$ cat src/rtl/rename_table.sv
// rename_table: register rename unit.
//   Speculative and committed arch->phys map tables, a circular free-tag list
//   and per-physical-register ready bits. Renames RENAME_WIDTH instructions per
//   cycle with intra-group dependency bypass. Frees old tags on in-order commit
//   and restores the speculative state on flush.
// Ports:
//   clk, reset             clock, synchronous active-high reset
//   rn_valid/rn_ready      rename group handshake (all-or-nothing)
//   rn_dst_wr, rn_src1/2,  per-slot destination-write flag and arch registers
//   rn_dst
//   out_valid, out_psrc1/2 registered rename result: physical sources,
//   out_pdst, out_pold     new destination tag, previous destination mapping
//   out_rdy1/2             source operand ready flags
//   wb_valid, wb_tag       writeback ports, mark tags ready
//   cm_valid, cm_dst_wr,   in-order commit slots
//   cm_arch, cm_pdst,
//   cm_pold
//   flush                  discard all uncommitted renames
//   out_of_tags            equals !rn_ready
module rename_table #(
    parameter int unsigned NUM_ARCH     = 16,
    parameter int unsigned NUM_PHYS     = 64,
    parameter int unsigned RENAME_WIDTH = 2,
    parameter int unsigned COMMIT_WIDTH = 2,
    parameter int unsigned WB_WIDTH     = 2,
    localparam int unsigned AW = $clog2(NUM_ARCH),
    localparam int unsigned PW = $clog2(NUM_PHYS)
) (
    input  logic                         clk,
    input  logic                         reset,
    input  logic                         rn_valid,
    output logic                         rn_ready,
    input  logic [RENAME_WIDTH-1:0]      rn_dst_wr,
    input  logic [RENAME_WIDTH*AW-1:0]   rn_src1,
    input  logic [RENAME_WIDTH*AW-1:0]   rn_src2,
    input  logic [RENAME_WIDTH*AW-1:0]   rn_dst,
    output logic                         out_valid,
    output logic [RENAME_WIDTH*PW-1:0]   out_psrc1,
    output logic [RENAME_WIDTH*PW-1:0]   out_psrc2,
    output logic [RENAME_WIDTH*PW-1:0]   out_pdst,
    output logic [RENAME_WIDTH*PW-1:0]   out_pold,
    output logic [RENAME_WIDTH-1:0]      out_rdy1,
    output logic [RENAME_WIDTH-1:0]      out_rdy2,
    input  logic [WB_WIDTH-1:0]          wb_valid,
    input  logic [WB_WIDTH*PW-1:0]       wb_tag,
    input  logic [COMMIT_WIDTH-1:0]      cm_valid,
    input  logic [COMMIT_WIDTH-1:0]      cm_dst_wr,
    input  logic [COMMIT_WIDTH*AW-1:0]   cm_arch,
    input  logic [COMMIT_WIDTH*PW-1:0]   cm_pdst,
    input  logic [COMMIT_WIDTH*PW-1:0]   cm_pold,
    input  logic                         flush,
    output logic                         out_of_tags
);

    localparam logic [PW:0] PtrOne    = (PW+1)'(1);
    localparam logic [PW:0] GroupTags = (PW+1)'(RENAME_WIDTH);

    logic [PW-1:0]             spec_map_q  [NUM_ARCH];
    logic [PW-1:0]             spec_map_d  [NUM_ARCH];
    logic [PW-1:0]             cm_map_q    [NUM_ARCH];
    logic [PW-1:0]             cm_map_d    [NUM_ARCH];
    logic [PW-1:0]             free_list_q [NUM_PHYS];
    logic [PW-1:0]             free_list_d [NUM_PHYS];
    logic [NUM_PHYS-1:0]       ready_q, ready_d;
    logic [PW:0]               head_q, head_d, tail_q, tail_d, chead_q, chead_d;

    logic                      out_valid_q;
    logic [RENAME_WIDTH*PW-1:0] psrc1_q, psrc1_d, psrc2_q, psrc2_d;
    logic [RENAME_WIDTH*PW-1:0] pdst_q, pdst_d, pold_q, pold_d;
    logic [RENAME_WIDTH-1:0]   rdy1_q, rdy1_d, rdy2_q, rdy2_d;

    logic [PW:0]               free_count;
    logic [PW:0]               alloc_end;
    logic [NUM_PHYS-1:0]       wb_mask;
    logic                      accept;

    // Pointers carry one extra wrap bit, so tail - head is the free count.
    assign free_count  = tail_q - head_q;
    assign rn_ready    = (free_count >= GroupTags) && !flush;
    assign out_of_tags = !rn_ready;
    assign accept      = rn_valid && rn_ready;

    always_comb begin
        wb_mask = '0;
        for (int w = 0; w < WB_WIDTH; w++) begin
            if (wb_valid[w]) wb_mask[wb_tag[w*PW +: PW]] = 1'b1;
        end
    end

    // Group rename: map lookup, then override by the nearest earlier writer.
    always_comb begin
        logic [PW:0]   alloc;
        logic [AW-1:0] s1, s2, d;
        alloc  = head_q;
        psrc1_d = '0;
        psrc2_d = '0;
        pdst_d  = '0;
        pold_d  = '0;
        rdy1_d  = '0;
        rdy2_d  = '0;
        for (int i = 0; i < RENAME_WIDTH; i++) begin
            s1 = rn_src1[i*AW +: AW];
            s2 = rn_src2[i*AW +: AW];
            d  = rn_dst[i*AW +: AW];
            psrc1_d[i*PW +: PW] = spec_map_q[s1];
            psrc2_d[i*PW +: PW] = spec_map_q[s2];
            pold_d[i*PW +: PW]  = spec_map_q[d];
            // A tag being written back this cycle is already ready.
            rdy1_d[i] = ready_q[spec_map_q[s1]] | wb_mask[spec_map_q[s1]];
            rdy2_d[i] = ready_q[spec_map_q[s2]] | wb_mask[spec_map_q[s2]];
            for (int j = 0; j < i; j++) begin
                if (rn_dst_wr[j] && rn_dst[j*AW +: AW] == s1) begin
                    psrc1_d[i*PW +: PW] = pdst_d[j*PW +: PW];
                    rdy1_d[i]           = 1'b0;
                end
                if (rn_dst_wr[j] && rn_dst[j*AW +: AW] == s2) begin
                    psrc2_d[i*PW +: PW] = pdst_d[j*PW +: PW];
                    rdy2_d[i]           = 1'b0;
                end
                if (rn_dst_wr[j] && rn_dst[j*AW +: AW] == d) begin
                    pold_d[i*PW +: PW] = pdst_d[j*PW +: PW];
                end
            end
            if (rn_dst_wr[i]) begin
                pdst_d[i*PW +: PW] = free_list_q[alloc[PW-1:0]];
                alloc              = alloc + PtrOne;
            end else begin
                pold_d[i*PW +: PW] = '0;
            end
        end
        alloc_end = alloc;
    end

    // Table, free-list and ready-bit updates: rename, writeback, commit, flush.
    always_comb begin
        spec_map_d  = spec_map_q;
        cm_map_d    = cm_map_q;
        free_list_d = free_list_q;
        ready_d     = ready_q;
        head_d      = head_q;
        tail_d      = tail_q;
        chead_d     = chead_q;
        if (accept) begin
            head_d = alloc_end;
            // Later slots overwrite earlier ones, so the highest slot wins.
            for (int i = 0; i < RENAME_WIDTH; i++) begin
                if (rn_dst_wr[i]) begin
                    spec_map_d[rn_dst[i*AW +: AW]] = pdst_d[i*PW +: PW];
                    ready_d[pdst_d[i*PW +: PW]]    = 1'b0;
                end
            end
        end
        ready_d = ready_d | wb_mask;
        for (int c = 0; c < COMMIT_WIDTH; c++) begin
            if (cm_valid[c] && cm_dst_wr[c]) begin
                free_list_d[tail_d[PW-1:0]]     = cm_pold[c*PW +: PW];
                tail_d                          = tail_d + PtrOne;
                cm_map_d[cm_arch[c*AW +: AW]]   = cm_pdst[c*PW +: PW];
                chead_d                         = chead_d + PtrOne;
            end
        end
        if (flush) begin
            // Tags between chead and head were never committed: hand them back.
            head_d     = chead_d;
            spec_map_d = cm_map_d;
            ready_d    = '1;
        end
    end

    always_ff @(posedge clk) begin
        if (reset) begin
            for (int unsigned i = 0; i < NUM_ARCH; i++) begin
                spec_map_q[i] <= PW'(i);
                cm_map_q[i]   <= PW'(i);
            end
            for (int unsigned k = 0; k < NUM_PHYS; k++) begin
                free_list_q[k] <= (k < NUM_PHYS - NUM_ARCH) ? PW'(NUM_ARCH + k) : '0;
            end
            ready_q     <= '1;
            head_q      <= '0;
            chead_q     <= '0;
            tail_q      <= (PW+1)'(NUM_PHYS - NUM_ARCH);
            out_valid_q <= 1'b0;
            psrc1_q     <= '0;
            psrc2_q     <= '0;
            pdst_q      <= '0;
            pold_q      <= '0;
            rdy1_q      <= '0;
            rdy2_q      <= '0;
        end else begin
            spec_map_q  <= spec_map_d;
            cm_map_q    <= cm_map_d;
            free_list_q <= free_list_d;
            ready_q     <= ready_d;
            head_q      <= head_d;
            tail_q      <= tail_d;
            chead_q     <= chead_d;
            out_valid_q <= accept;
            psrc1_q     <= psrc1_d;
            psrc2_q     <= psrc2_d;
            pdst_q      <= pdst_d;
            pold_q      <= pold_d;
            rdy1_q      <= rdy1_d;
            rdy2_q      <= rdy2_d;
        end
    end

    assign out_valid = out_valid_q;
    assign out_psrc1 = psrc1_q;
    assign out_psrc2 = psrc2_q;
    assign out_pdst  = pdst_q;
    assign out_pold  = pold_q;
    assign out_rdy1  = rdy1_q;
    assign out_rdy2  = rdy2_q;

endmodule
$ cat config.mk
export PLATFORM = sky130hd
export DESIGN_NAME = rename_table
export DESIGN_NICKNAME = d
export VERILOG_FILES = /design/src/rtl/rename_table.sv
export SDC_FILE = /design/constraint.sdc
export NUM_CORES = 2
export LEC_CHECK = 0
export CAP_MARGIN = 10
export CORE_MARGIN = 3
export CORE_UTILIZATION = 30
export CTS_BUF_LIST = sky130_fd_sc_hd__clkbuf_8 sky130_fd_sc_hd__clkbuf_16
export DETAILED_ROUTE_END_ITERATION = 8
export PLACE_DENSITY = 0.46
export REMOVE_ABC_BUFFERS = 1
export SYNTH_ARGS = -nofsm -noshare
export SYNTH_HDL_FRONTEND = slang
export SYNTH_SLANG_ARGS = --single-unit
$ cat constraint.sdc
create_clock -name clk -period 5.6 [get_ports clk]
set_clock_uncertainty 0.1 [all_clocks]
set_input_delay 0.84 -clock clk [delete_from_list [all_inputs] [get_ports clk]]
set_output_delay 0.84 -clock clk [all_outputs]
set_load 0.005 [all_outputs]
# Word-level counts from Yosys, hierarchy flattened
# Index checks and enable logic that the tools add are counted.
# word_totals
wordCells,294
regBits,714
# classes
n_mux,94
bitwise,24
n_eq_ne,3
magnitude_cmp,31
add_sub_neg,7
reduce_logical,25
# ops
operator,n
bitwise mux 384 bit,2
2-to-1 mux 384 bit,2
2-to-1 mux 96 bit,7
bitwise mux 96 bit,4
2-to-1 mux 64 bit,6
2-to-1 mux 6 bit,27
binary-select mux 6 bit (select 4 bit),6
bitwise AND 64 bit,2
inverter 64 bit,2
bitwise OR 64 bit,2
demux 6 bit (select 4 bit),4
binary-select mux 6 bit (select 6 bit),2
demux 6 bit (select 6 bit),2
less-than comparator 6 x 7 -> 1 bit (second input constant),8
2-to-1 mux 7 bit,8
binary-select mux 1 bit (select 6 bit),8
adder 7 x 1 -> 7 bit (second input constant),6
>= comparator 5 bit (second input constant),8
inverter 4 -> 5 bit,8
>= comparator 7 bit (second input constant),4
inverter 6 -> 7 bit,4
demux 1 bit (select 6 bit),4
>= comparator 6 x 1 -> 1 bit (second input constant),4
less-than comparator 5 x 1 -> 1 bit (second input constant),4
11 further kinds,50

# Longest topological paths before layout
# logic_depth
ltp_word,17
ltp_mapped,16
ltp_nobuf,12

# Least setup slack after synthesis
# Ideal clock, no wire load.
# synth_path
kind,register -> register
from,register head_q[2]
to,register spec_map_q[73] (netlist name)
arrival_time_ns,3.921
required_time_ns,5.421
period_less_slack_ns,4.100
path_stages_with_launch,17
setup_slack_ns,1.500
path_buffers,6
cell_sequence,dfxtp_1 buf_4 buf_2 inv_1 clkbuf_1 ha_1 nor2b_1 o21ai_1 a21oi_1 or3_1 a2111o_1 nand3_1 clkbuf_1 clkbuf_1 clkbuf_1 nand3_1 o211ai_1
# synth_between
elab_chain_cells,12
# synth_lines
element,line,rtl
start: declaration,65,"logic [PW:0] head_q, head_d, tail_q, tail_d, chead_q, chead_d;"
start signal: assignment,180,head_q <= '0;
start signal: assignment,195,head_q <= head_d;
branches (longest 12 deep; another with adder 7 x 1 -> 7 bit),-,
end signal: indexed assignment,173,spec_map_q[i] <= PW'(i);
end signal: assignment,191,spec_map_q <= spec_map_d;
end: declaration,58,logic [PW-1:0] spec_map_q [NUM_ARCH];
# Several ways; the timed one is not identified. The select of a mux whose other input is x is not followed.
# A chain may end at the register's enable or synchronous reset.

# Worst setup path after layout
# layout_path
from,register head_q[0]
to,output port out_of_tags
# layout_between
elab_chain_cells,4
# layout_lines
element,line,rtl
subtractor 7 bit,78,assign free_count = tail_q - head_q;
>= comparator 7 x 2 -> 1 bit,79,assign rn_ready = (free_count >= GroupTags) && !flush;
logical AND 1 bit,79,
logical NOT 1 bit,80,assign out_of_tags = !rn_ready;
end: declaration,52,output logic out_of_tags
# No other way between the ends.

==> run summary <==
# fillers = 17500
global-route wire length before repair = 357000 microns
final hold violation count = 0
largest family of logic cells by synthesized area = multiplexers
GPL Wtd Cong = 0.972
Mapped Avg Cell Area = 8.73 sq um
sequential area share after synthesis = 28.1%
fraction of layout instances using a drive strength above 1 = 16.9%
Slew @ Worst Pin = 1.33 ns
CP arrival = 4.41 ns
sw frac = 32.0%
# nets final = 5769
Synth Area in Adders = 0.310%
Die Y = 418 microns
fraction of registers with async set/reset = 0%
CP required = 4.66 ns
Layout area overhead = 12.9%
CORE AREA = 0.168 sq mm
most frequent cells in the layout = nand2_1, dfxtp_1, nor2_1
complex-gate fraction of the synthesized area = 17.9%
routed length per instance = 31.4 microns
Tot GR Track Use = 27.6%
CP Max Fanout = 26
Final setup viols = 0
Max Freq = 187 MHz
die area = 0.174 sq mm
Synth Area in XOR/XNOR = 0.790%
leakage = 0.0192 uW
Via Count = 50500
post-CTS sizing = 0
YS warnings = 0
clock buffer depth = 3
Post-DP HPWL = 179000 microns
Worst-path clk slew = 0.06 ns
post-CTS setup repair buffer count = 0
die width = 418 microns
vias per inst = 6.34
most common cell after layout, fill and taps aside = nand2_1
mux share of post-synthesis cell area = 28.8%
worst min path class = register to register
Net Switching = 4600 uW
Starting Density = 30.3%
hold buffers post-CTS = 0
synthesized cell area = 0.0508 sq mm
Post-synth EDFFs = 0
Critical Path Start Type = register
gr ovfl total = 0
Crit path largest cell delay = 0.62 ns
Root Buffer = clkbuf_16
pre-CTS setup slack = 0.378 ns
DRC violations left = 0
Slew Limit Fails = 0
initial antenna violation count = 11
clock power share = 43.2%
Pwr Density = 251 mW/mm^2
simple-gate share of the synthesized area = 18.9%
Netlist cell types = 107
internal power = 9780 uW
Slew headroom = 10.4%
max_cap viols = 0
CP Class = register to output pin
worst skew pair latency = 0.74 ns
DR pass1 iterations = 9
H-tree depth = 3
Primary FF master, synth = dfxtp_1
post-synth top area cell = dfxtp_1
IO buf count = 134
Max VDD drop = 0.000261 V
Post-DP Area = 0.0542 sq mm
Final Cycle Share = 95.5%
Comb power frac = 19.9%
number of global-route vias before repair = 46700
status = finished, final reports clean
DR iter-0 viols = 6395
# clock sinks = 714
synthesized flop and latch total = 714
Mapped Cells = 5818
fin worst setup slack = 0.249 ns
Period minus WS final = 5.35 ns
Fin Setup TNS = 0 ns
final WL = 250000 microns
antenna-violating nets left = 0
crit path max-delay cell type = dfxtp_4
top cells by area, synth = dfxtp_1, mux4_2, mux2i_1
cell-by-cell trace of the critical path = buf_12, buf_4, ha_1, fa_1, nor2b_1, o21ai_1, a21oi_1, or3_1, a2111o_1, nand2_1, clkdlybuf4s50_1
Setup crit end kind = output pin
sequential power share = 36.9%
Yosys top cell area share = 28.1%
largest net degree at the start of global routing = 168
Top Ports = 135
RSZ-0062 raised after global routing = false
Non-Filler Cell Area, Final = 0.0573 sq mm
TritonCTS Buffers = 91
final hold slack = 0.387 ns
CTS tree = yes
Rows = 150
==> final timing paths <==
path	startpoint	end	slack [ns]	depth (start not counted)
hold / removal	ready_q[6]	ready_q[6]	0.39	2
setup / recovery	head_q[0]	out_of_tags	0.25	11
hold reg to reg	ready_q[6]	ready_q[6]	0.39	2
setup reg to reg	head_q[1]	ready_q[49]	0.54	11
==> synth_stat cells, types with 19 or more instances <==
library cell and instances:
buf_1 48, nand2_1 876, mux2_2 135, xnor2_1 25, buf_2 69, dfxtp_1 714, o22ai_1 103, buf_4 22
nand3_1 178, a21oi_1 160, o31ai_1 19, mux4_2 391, o311ai_0 20, nor2b_1 49, nand4_1 36, mux2i_1 430
clkbuf_1 416, a32oi_1 32, nor4_1 28, a222oi_1 24, nor3_1 89, o311ai_1 29, nand2b_1 35, a211oi_1 133
nor2_1 620, a311oi_1 162, inv_1 27, a22oi_1 88, a31oi_1 43, and2_1 80, and3_1 46, o21ai_0 359
==> critical path: cells and delay by family (launching register included) <==
family                     cells  cell delay (ns)
AOI/OAI and AO/OA              3             0.82
buffers and inverters          3             1.12
adders and majority gates      2             0.45
DFF                            1             0.62
and+or+nand+nor                3             0.64
==> per-layer routing <==
layer,wire length (microns),GRT usage [%],vias up
met1,102000,37.0,25200
met4,14900,14.1,8
met5,58,0,-
met2,111000,42.8,2983
met3,22000,4.62,587
li1,-,-,21700
==> area by class of cell <==
cell class | instances | area [sq um] | area share, %
Antenna cell | 2 | 5.00 | 0.00873
Clock buffer | 115 | 2620 | 4.57
Clock inverter | 51 | 502 | 0.875
Inverter | 32 | 128 | 0.223
Multi-Input combinational cell | 4500 | 34100 | 59.4
Sequential cell | 714 | 14300 | 24.9
Tap cell | 2204 | 2760 | 4.81
Timing Repair Buffer | 338 | 2960 | 5.16
==> flip-flops by register name, summed over array words and instances (netlist names) <==
name / count
free_list_q: 384
cm_map_q: 96
spec_map_q: 96
ready_q: 64
out_pdst: 12
out_pold: 12
out_psrc1: 12
out_psrc2: 12
chead_q: 7
head_q: 7
tail_q: 7
out_rdy1: 2
out_rdy2: 2
out_valid: 1
==> logic make-up (layout without fill, tap and decap cells) <==
kind of cell | Yosys count | count (layout)
simple gates | 2154 | 2154
compound gates | 1335 | 1335
mux | 957 | 957
flops | 714 | 714
buf+inv | 604 | 536
xor+xnor | 42 | 42
fa+ha+maj | 12 | 12
other cells | 0 | 2
==> power by group through the flow <==
stage / sequential, uW / clock (uW) / combinational, uW
floorplan: 5430 / 0 / 1490
global placement: 5410 / 0 / 2800
detailed placement: 5410 / 0 / 2800
CTS: 5300 / 6310 / 2810
global route: 5310 / 6470 / 2980
finish: 5310 / 6210 / 2860
==> per-stage QoR <==
step | util (%) | instances | power [uW]
6_report | 34.2 | 7956 | 14400
5_1_grt | 34.2 | 7955 | 14800
3_5_place_dp | 32.3 | 7785 | 8210
4_1_cts | 34.1 | 7951 | 14400
2_1_floorplan | - | 5246 | 6920
3_3_place_gp | 32.3 | 7785 | 8210
No activity file was read; power rests on OpenSTA's default activity.
